$ cat config.mk
export PLATFORM = sky130hd
export DESIGN_NAME = cpu_io_port
export DESIGN_NICKNAME = d
export VERILOG_FILES = /design/src/rtl/cpu_io_port.sv
export SDC_FILE = /design/constraint.sdc
export NUM_CORES = 1
export LEC_CHECK = 0
export ABC_AREA = 1
export CELL_PAD_IN_SITES_DETAIL_PLACEMENT = 0
export CELL_PAD_IN_SITES_GLOBAL_PLACEMENT = 1
export CORE_MARGIN = 4
export CORE_UTILIZATION = 45
export DETAILED_ROUTE_END_ITERATION = 8
export DONT_BUFFER_PORTS = 1
export PLACE_DENSITY_LB_ADDON = 0.1
export SLEW_MARGIN = 5
export SYNTH_ARGS = -nofsm -noshare
export SYNTH_HDL_FRONTEND = slang
export SYNTH_HIERARCHICAL = 1
export SYNTH_SLANG_ARGS = --single-unit
$ cat constraint.sdc
create_clock -name clk -period 13.3 [get_ports clk]
set_input_delay 3.99 -clock clk [delete_from_list [all_inputs] [get_ports clk]]
set_output_delay 3.99 -clock clk [all_outputs]
set_load 0.03 [all_outputs]
$ cat src/rtl/cpu_io_port.sv
// ---------------------------------------------------------------------------
// cpu_io_port
// Peripheral on the far side of the CPU in/out port pair. External input
// words are buffered in an RX FIFO whose head is presented to the CPU; a
// cpu_in_signal pulse acknowledges and pops it. CPU output words are captured
// into a TX FIFO on each cpu_out_signal pulse and drained to an external
// valid/ready stream. Sticky flags record dropped writes and empty reads.
//
// Ports:
//   clk, reset          clock, synchronous active-high reset
//   cpu_in_signal       CPU read acknowledge (one pop per high cycle)
//   cpu_in_data         RX head word, 0 when RX is empty
//   cpu_in_avail        RX non-empty
//   cpu_out_signal      CPU write strobe (one push per high cycle)
//   cpu_out_data        CPU output word
//   ext_rx_valid/data   external input stream
//   ext_rx_ready        RX can accept a word
//   ext_tx_valid/data   external output stream (data 0 when TX empty)
//   ext_tx_ready        external sink accepts the TX head
//   rx_count, tx_count  FIFO occupancies, 0..DEPTH
//   overflow            sticky: CPU write dropped because TX was full
//   underflow           sticky: CPU read while RX was empty
// ---------------------------------------------------------------------------

// ---------------------------------------------------------------------------
// cpu_io_port_fifo
// Register-array FIFO with read/write pointers and an occupancy count.
// push/pop are qualified internally with full/empty so a push into a full
// FIFO or a pop from an empty one never disturbs state.
//
// Ports:
//   clk, reset   clock, synchronous active-high reset
//   push, wdata  write request and word
//   pop          read request (advances the head)
//   rdata        head word, 0 when empty (combinational)
//   full, empty  derived from the registered count
//   count        occupancy, 0..DEPTH
// ---------------------------------------------------------------------------
module cpu_io_port_fifo #(
    parameter int unsigned DEPTH = 8,
    parameter int unsigned WIDTH = 64
) (
    input  logic                       clk,
    input  logic                       reset,
    input  logic                       push,
    input  logic [WIDTH-1:0]           wdata,
    input  logic                       pop,
    output logic [WIDTH-1:0]           rdata,
    output logic                       full,
    output logic                       empty,
    output logic [$clog2(DEPTH):0]     count
);

    localparam int unsigned PTR_W = $clog2(DEPTH);
    localparam int unsigned CNT_W = PTR_W + 1;

    logic [WIDTH-1:0] mem [DEPTH];
    logic [PTR_W-1:0] rd_ptr;
    logic [PTR_W-1:0] wr_ptr;
    logic [CNT_W-1:0] cnt;
    logic             push_ok;
    logic             pop_ok;

    // Status from the registered count at the start of the cycle.
    assign full  = (cnt == CNT_W'(DEPTH));
    assign empty = (cnt == CNT_W'(0));
    assign count = cnt;

    // A push into a full FIFO is refused even if a pop happens alongside;
    // a pop from an empty FIFO is ignored even if a push happens alongside.
    assign push_ok = push && !full;
    assign pop_ok  = pop  && !empty;

    // Head word, forced to zero when nothing is buffered.
    assign rdata = empty ? '0 : mem[rd_ptr];

    // Storage has no reset; contents are only observable through rd_ptr
    // while the count is non-zero.
    always_ff @(posedge clk) begin
        if (push_ok) begin
            mem[wr_ptr] <= wdata;
        end
    end

    // Pointers wrap naturally because DEPTH is a power of two.
    always_ff @(posedge clk) begin
        if (reset) begin
            rd_ptr <= '0;
            wr_ptr <= '0;
            cnt    <= '0;
        end else begin
            if (push_ok) begin
                wr_ptr <= wr_ptr + PTR_W'(1);
            end
            if (pop_ok) begin
                rd_ptr <= rd_ptr + PTR_W'(1);
            end
            case ({push_ok, pop_ok})
                2'b10:   cnt <= cnt + CNT_W'(1);
                2'b01:   cnt <= cnt - CNT_W'(1);
                default: cnt <= cnt;
            endcase
        end
    end

endmodule

module cpu_io_port #(
    parameter int unsigned DEPTH = 8,
    parameter int unsigned WIDTH = 64
) (
    input  logic                       clk,
    input  logic                       reset,
    input  logic                       cpu_in_signal,
    output logic [WIDTH-1:0]           cpu_in_data,
    output logic                       cpu_in_avail,
    input  logic                       cpu_out_signal,
    input  logic [WIDTH-1:0]           cpu_out_data,
    input  logic                       ext_rx_valid,
    input  logic [WIDTH-1:0]           ext_rx_data,
    output logic                       ext_rx_ready,
    output logic                       ext_tx_valid,
    output logic [WIDTH-1:0]           ext_tx_data,
    input  logic                       ext_tx_ready,
    output logic [$clog2(DEPTH):0]     rx_count,
    output logic [$clog2(DEPTH):0]     tx_count,
    output logic                       overflow,
    output logic                       underflow
);

    logic rx_full;
    logic rx_empty;
    logic tx_full;
    logic tx_empty;
    logic rx_push;
    logic rx_pop;
    logic tx_push;
    logic tx_pop;

    // RX path: external stream in, CPU reads out.
    // ext_rx_ready does not look at a same-cycle CPU pop, so a full RX
    // refuses a word even while it is being drained.
    assign ext_rx_ready = !rx_full;
    assign rx_push      = ext_rx_valid && !rx_full;
    assign rx_pop       = cpu_in_signal && !rx_empty;
    assign cpu_in_avail = !rx_empty;

    cpu_io_port_fifo #(
        .DEPTH (DEPTH),
        .WIDTH (WIDTH)
    ) u_rx_fifo (
        .clk   (clk),
        .reset (reset),
        .push  (rx_push),
        .wdata (ext_rx_data),
        .pop   (rx_pop),
        .rdata (cpu_in_data),
        .full  (rx_full),
        .empty (rx_empty),
        .count (rx_count)
    );

    // TX path: CPU writes in, external stream out.
    assign tx_push      = cpu_out_signal && !tx_full;
    assign tx_pop       = ext_tx_ready && !tx_empty;
    assign ext_tx_valid = !tx_empty;

    cpu_io_port_fifo #(
        .DEPTH (DEPTH),
        .WIDTH (WIDTH)
    ) u_tx_fifo (
        .clk   (clk),
        .reset (reset),
        .push  (tx_push),
        .wdata (cpu_out_data),
        .pop   (tx_pop),
        .rdata (ext_tx_data),
        .full  (tx_full),
        .empty (tx_empty),
        .count (tx_count)
    );

    // Sticky error flags; only reset clears them. overflow uses the
    // start-of-cycle full state, so a same-cycle TX pop does not save the word.
    always_ff @(posedge clk) begin
        if (reset) begin
            overflow  <= 1'b0;
            underflow <= 1'b0;
        end else begin
            if (cpu_out_signal && tx_full) begin
                overflow <= 1'b1;
            end
            if (cpu_in_signal && rx_empty) begin
                underflow <= 1'b1;
            end
        end
    end

endmodule

After elaboration in Yosys (flattened, before gate mapping)
Memories as Yosys holds them, arrays and structs flattened. A register that Yosys moved wholly into a read port is not among the register bits.
Cells that the tools add are included.
{"block": "totals", "register_bits": 22, "ramBits": 1024, "input_bits": 134, "output_inout_bits": 141, "word_cells": 54, "mem_count": 2}
{"block": "op_classes", "n_addsub": 8, "eq_ne": 6, "mux": 12, "reduce_logical": 18}
{"memory": "u_rx_fifo.mem", "depth": 8, "word_bits": 64, "read_ports": 1, "rd_ports_with_merged_regs": 1, "wr": 1, "line": "57", "rtl": "logic [WIDTH-1:0] mem [DEPTH];"}
{"memory": "u_tx_fifo.mem", "depth": 8, "word_bits": 64, "read_ports": 1, "rd_ports_with_merged_regs": 1, "wr": 1, "line": "57"}
{"cell": "$mux W64", "count": 2}
{"cell": "$pmux W4 S2", "count": 2}
{"cell": "$add A3 B1 Y3 const B", "count": 4}
{"cell": "$mux W3", "count": 4}
{"cell": "$logic_and A1 B1 Y1", "count": 10}
{"cell": "$add A4 B1 Y4 const B", "count": 2}
{"cell": "$eq A4 B4 Y1 const B", "count": 2}
{"cell": "$logic_not A4 Y1", "count": 2}
{"cell": "$sub A4 B1 Y4 const B", "count": 2}
{"cell": "$eq A2 B1 Y1 const B", "count": 2}
{"cell": "$eq A2 B2 Y1 const B", "count": 2}
{"cell": "$logic_not A1 Y1", "count": 4}
{"cell": "$mux W1", "count": 4}
{"cell": "$reduce_bool A2 Y1", "count": 2}

Depth between registers and ports, before layout
Gate-level depths: netlist (run 1).
{"block": "depth", "ltp_word": 6, "ltp_mapped": 16, "depth_no_buf": 15}

Modules after synthesis
Netlist (run 1), hierarchy kept.
{"module": "cpu_io_port_fifo", "instances": 2, "cells_per_inst": 1672, "area_each_um2": 20721.1}
{"module": "cpu_io_port", "instances": 1, "cells_per_inst": 19, "area_each_um2": 110.1}

Worst setup path after synthesis (run 1)
OpenSTA, ideal clock, no wires.
{"block": "synth_path", "path_kind": "input to register", "from": "input port ext_rx_valid", "to": "memory u_rx_fifo.mem[1][0], enable pin", "setup_time_ps": 486, "t_arrival_ps": 7131, "required_time_ps": 12814, "setup_slack_ps": 5683, "path_stages": 6, "cell_sequence": "inv_1 -> nor2_1 -> nand2_1 -> nor2_1 -> inv_1 -> nor2_1"}
{"block": "synth_via", "elab_chain_cells": 4}
{"item": "from (decl)", "line": "119", "rtl": "input logic ext_rx_valid,"}
{"item": "$logic_and A1 B1 Y1", "line": "144", "rtl": "assign rx_push = ext_rx_valid && !rx_full;"}
{"item": "named net rx_push", "line": "135", "rtl": "logic rx_push;"}
{"item": "$logic_and A1 B1 Y1", "line": "71", "rtl": "assign push_ok = push && !full;"}
{"item": "$mux W1", "line": "80", "rtl": "if (push_ok) begin"}
{"item": "$mux W1 (not written as such)", "line": "81", "rtl": "mem[wr_ptr] <= wdata;"}
{"item": "to (decl)", "line": "57"}
The timed path passes the listed nets, and every way through them passes these cells.

==> results of run 1 <==
==> report_power, final <==
part	switching, mW	total, mW	internal [mW]
Sequential	0.179	4.11	3.93
Clock	1.18	2.92	1.74
Combinational	2.33	2.99	0.652
==> metal layers <==
layer / part of all wire [%] / up-vias
li1: - / 11800
met1: 41 / 12400
met2: 49 / 563
met3: 6.9 / 162
met4: 2.9 / 0
met5: 0 / -
==> sequential cells by signal, indices dropped and copies added, names as in the netlist, 3 cells and up, named ones only <==
register,cells
u_tx_fifo/mem,512
u_tx_fifo/rd_ptr,3
u_rx_fifo/count,4
u_rx_fifo/rd_ptr,3
u_rx_fifo/wr_ptr,3
u_tx_fifo/count,4
u_tx_fifo/wr_ptr,3
u_rx_fifo/mem,512
==> layout by cell type, fill, tap and decap left out <==
cell / instances
a21oi_2: 1
clkinvlp_4: 2
clkinv_1: 24
o21ai_1: 264
a21oi_1: 15
nor2_4: 16
clkinv_2: 14
nor3_1: 2
edfxtp_1: 1024
nand2_4: 1
xor2_1: 4
nand3_1: 10
xnor2_1: 2
dfxtp_2: 2
inv_1: 41
nor3b_1: 2
and3_1: 2
nand2_2: 1
ha_1: 10
nand2_1: 26
nor2_1: 1052
diode_2: 1
o21ai_0: 650
clkbuf_16: 113
buf_4: 40
clkbuf_1: 23
inv_6: 2
dfxtp_4: 4
dfxtp_1: 22
bufinv_16: 11
==> path summary, 6_finish.rpt <==
check / endpoint / slack [ns] / cells after the start
worst max-delay path: ext_tx_data[55] / 4.76 / 7
worst min-delay path: u_tx_fifo/wr_ptr[0] / 0.48 / 2
worst max register to register: u_tx_fifo/mem[2][33] / 9.52 / 7
worst min register to register: u_tx_fifo/wr_ptr[0] / 0.48 / 2
==> through the flow <==
step / area [um2] / setup WS, ns / hold slack, ns
final: 45900 / 4.76 / 0.482
after global routing: 45900 / 4.47 / 0.518
after CTS: 45900 / 4.75 / 0.484
after detailed placement: 42500 / 5.51 / 0.474
after global placement: 42500 / 5.49 / 0.460
after floorplan: 41600 / 5.68 / 0.448
==> area by class of cell <==
cell class / instances / area (um2)
Fill cell: 7894 / 45800
Sequential cell: 1052 / 31300
Multi-Input combinational cell: 2058 / 9170
Clock buffer: 136 / 2910
Tap cell: 1186 / 1480
Clock inverter: 49 / 495
Timing Repair Buffer: 40 / 300
Inverter: 45 / 181
Antenna cell: 1 / 2.50
==> critical path, delay by kind of cell (launching register included) <==
| family | cells | cell delay [ns] |
|---|---|---|
| buffers and inverters | 3 | 2.04 |
| AND/OR/NAND/NOR | 1 | 0.64 |
| flip-flops | 1 | 0.52 |
| AO/OA/AOI/OAI | 3 | 0.43 |
==> cells by family after synthesis <==
family	Yosys count
flip-flops	1052
adder cells (fa/ha/maj)	10
AO/OA/AOI/OAI	930
AND/OR/NAND/NOR	1112
XOR/XNOR	6
buffers and inverters	253
==> flow_summary.toml, run 1 <==
[synth]
syn_nets = 3507
yosys.area.top_type = "edfxtp_1"
synthMuxAreaShare_pct = 0
synth_top_family_by_area = "compound AO/OA/AOI/OAI gates"
synth-warning-count = 6
yosysMostFrequentCell = "nor2_1"
synth_compound_area_share_pct = 11.2
async_flop_share_pct = 0
synth_flop_cell = "edfxtp_1"
ys_seq_area_share_pct = 75.4
synth-seq-cells = 1052
synth_common_cells = "nor2_1, edfxtp_1, o21ai_0"
synth_cells = 3363
synthAdderAreaFrac_pct = 0.301
synth_area_um2 = 41600
synth_simple_gate_area_share_pct = 10.1
netlist.area_leader.share_pct = 74.0
syn_area_per_cell_um2 = 12.4
synth_cell_types = 25
synth_area_leaders = "edfxtp_1, nor2_1, o21ai_0, o21ai_1, dfxtp_1"
synth-edff-count = 1024
synth_xor_area_share_pct = 0.126

[final_layout]
post-route-util_pct = 50.0
num-nets-final = 3450
drive_above_1_share_pct = 6.12
final_cells = 4567
syn_to_final_growth_pct = 10.4

[clock_tree]
clockBufferDepth = 3
h-tree-depth = 3
tritoncts = "built"
cts_root_buf = "clkbuf_16"
cts_hold_buf = 0
cts.reportedPaths.clkPinSlew_ns = 0.06
insertion_delay_ns = 0.67
cts_num_sinks = 1052
cts_made_buffers = 109
cts_resized = 0
post_cts_buffers = 0

[drt]
post_drt_via_cell_ratio = 5.47
dr.first_iter.drc_count = 1797
routed_wl_um = 102000
drtAntennaViolNets = 0
post_drt_wl_per_cell_um = 22.2
first_pass_iters = 5
drc_errors = 0
vias = 25000

[timing]
max_freq_ghz = 0.117
drv_slew = 0
setup_viol = 0
tightest_slew_ns = 1.24
timing.setup.tns_ns = 0
final.min_clock_period_ns = 8.54
slew_headroom_pct = 17.6
fin_worst_skew_ns = 0.0105
grt_setup_unrepaired = "false"
post-route-period-util_pct = 64.2
finalHoldViolations = 0

[setup_path]
critPathLaunchType = "register"
cp_slowest_stage_delay_ns = 0.89
end_kind = "output port"
reg2reg_from = "u_tx_fifo/count[1]"
crit_fanout = 101
cp.arrival_ns = 4.55
critPathKind = "register to output port"
crit_chain = "inv_6 > buf_4 > buf_4 > o21ai_0 > o21ai_1 > o21ai_0 > nor2_1"
critPathSlowestCell = "buf_4"
cp.required_ns = 9.31

[global_route]
grt_pass1_vias = 24800
track_usage_pct = 20.5
grtUsageMet1_pct = 25.2
antenna_found_initial = 1
grt-ovfl-total = 0
grt.busiest_layer = "met2"
grt_use_met2_pct = 35.2
grt_max_degree = 157
grt_pass1_wl_um = 153000
grt.met3_usage_pct = 5.48

[job]
cap_violations = 0

[outcome]
outcome = "finished, final reports clean"

[hold_path]
min_path_type = "register to register"
hp-start = "u_tx_fifo/wr_ptr[0]"

[place]
io_buffers = 0
gp_congestion = 0.737
dp_hpwl_um = 52000
place_inst = 4381

[power]
vdd_drop_max_mv = 0.137
power_mw = 10.0
power_density_nw_per_um2 = 218
leakage_nw = 15.1

[floorplan]
die-area_um2 = 97300
ios = 275
fp.dieH_um = 312
num_rows = 111
start_util_pct = 45.3
core-area_um2 = 91700
die_x_um = 312
Note: power is estimated with default switching activity, not from simulation.
==> run 2, diff against run 1 <==
==> constraint.sdc (replaced) <==
create_clock -name clk -period 8.9 [get_ports clk]
set_input_delay 2.67 -clock clk [delete_from_list [all_inputs] [get_ports clk]]
set_output_delay 2.67 -clock clk [all_outputs]
set_load 0.03 [all_outputs]
==> run 2 against run 1 <==
Combinational power increased by 50%. Via count about the same. Utilization grew 0.15 points. Register-to-register slack worse by 4.3 ns. Sequential power is 49% higher. Global-route usage hardly changed. Final cell count is 0.26% higher. Critical endpoint is now ext_tx_data[60]. Die area is the same. Clock-buffer cell count fell by 3. Largest cell class unchanged. Flip-flop and latch count stayed put. Worst setup slack lost 2.5 ns. Worst hold slack worse by 0.0032 ns.
==> flow_summary.toml, run 2 (synthesized netlist as in run 1, its figures left out) <==
[drt]
first_pass_iters = 5
drc_errors = 0
dr.first_iter.drc_count = 1815
wl_met2_um = 51400
met3_length_um = 6380
wl_met1_um = 40800
post_drt_via_cell_ratio = 5.45
routed_wl_um = 102000
drtAntennaViolNets = 0
post_drt_wl_per_cell_um = 22.2
top_layer_used = "met4"
vias = 25000

[clock_tree]
clockBufferDepth = 3
h-tree-depth = 3
cts_num_sinks = 1052
post_cts_buffers = 0
tritoncts = "built"
insertion_delay_ns = 0.68
cts_root_buf = "clkbuf_16"
cts.reportedPaths.clkPinSlew_ns = 0.06
cts_resized = 0
cts_made_buffers = 110
cts_hold_buf = 0

[timing]
timing.setup.tns_ns = 0
tightest_slew_ns = 1.17
drv_slew = 0
setup_viol = 0
fin_worst_skew_ns = 0.0212
grt_setup_unrepaired = "false"
final.min_clock_period_ns = 6.67
layout_setup_ws_ns = 2.23
max_freq_ghz = 0.150
finalHoldViolations = 0
post-route-period-util_pct = 74.9
whs_ns = 0.479
slew_headroom_pct = 21.7

[power]
vdd_drop_max_mv = 0.202
leakage_nw = 15.1
power_density_nw_per_um2 = 328

[final_layout]
nFillCells = 7902
multi_input_comb_area_um2 = 9170
ff_latch_area_um2 = 31300
final_cells = 4579
num-nets-final = 3446
final_common_cell = "nor2_1"
final_cell_mix = "nor2_1, edfxtp_1, o21ai_0, o21ai_1, clkbuf_16"
drive_above_1_share_pct = 6.43
syn_to_final_growth_pct = 10.7
reg_top3 = "u_rx_fifo/mem (512), u_tx_fifo/mem (512)"

[job]
cap_violations = 0

[place]
dp_hpwl_um = 52300
pre_cts_ws_ns = 2.93
io_buffers = 0
gp_congestion = 0.749
place_inst = 4376

[floorplan]
die_x_um = 312
die-area_um2 = 97300
fp.dieH_um = 312
ios = 275
core-area_um2 = 91700
num_rows = 111
start_util_pct = 45.3

[setup_path]
cp.arrival_ns = 4.00
critPathLaunchType = "register"
cp.required_ns = 6.23
crit_fanout = 139
end_kind = "output port"
critPathKind = "register to output port"

[outcome]
outcome = "finished, final reports clean"

[hold_path]
min_path_type = "register to register"

[global_route]
grt_max_degree = 212
grt_pass1_wl_um = 153000
grt-ovfl-total = 0
track_usage_pct = 20.6
grt_pass1_vias = 24800
antenna_found_initial = 4
-- run 2: cell count changes in the layout (fill, tap and decap cells not counted), sizes merged --
cell      delta
inv          +4
buf          -5
clkbuf       -3
clkinvlp     +2
clkinv      +11
bufinv       +2
diode        +1
-- run 2: path summary, 6_finish.rpt --
check,startpoint,cells after the start,end,slack [ns]
worst max-delay path,register,6,ext_tx_data[60],2.23
worst min-delay path,u_tx_fifo/rd_ptr[0],1,register,0.48
worst max register to register,u_tx_fifo/count[1],7,u_tx_fifo/mem[6][44],5.18
worst min register to register,u_tx_fifo/rd_ptr[0],1,register,0.48
-- run 2: per-stage QoR --
step	instance area [um2]	total power, mW	util, %
floorplan	41600	9.70	-
global placement	42500	10.7	46.3
detailed placement	42500	10.8	46.3
CTS	46000	15.3	50.2
global route	46000	16.0	50.2
finish	46000	15.1	50.2
-- run 2: per-layer routing --
metal	global-route usage, %	up-vias
li1	-	11800
met1	24.7	12400
met5	0	-
met3	5.44	168
met4	6.36	0
met2	36.4	559
-- run 2: worst max-delay path, stage by stage (launching register included) --
cell and delay, ns:
dfxtp_4 0.58, inv_6 0.80, buf_4 0.72, o21ai_0 0.20, o21ai_0 0.10, o21ai_0 0.09
nor2_1 0.64
-- run 2: layout make-up --
cell class              instances  area share, %
multi-input cells            2058           19.9
well taps                    1186           3.23
clock inverters                68           1.45
clock buffers                 133           6.26
flip-flops and latches       1052           68.1
diodes                          2         0.0109
repair buffers                 35          0.653
inverters                      45          0.392
-- run 2: where the power goes --
group	switching (mW)	internal [mW]	leakage, nW
sequential	0.264	5.87	9.52
clock	1.82	2.66	1.73
combinational	3.49	0.980	3.88
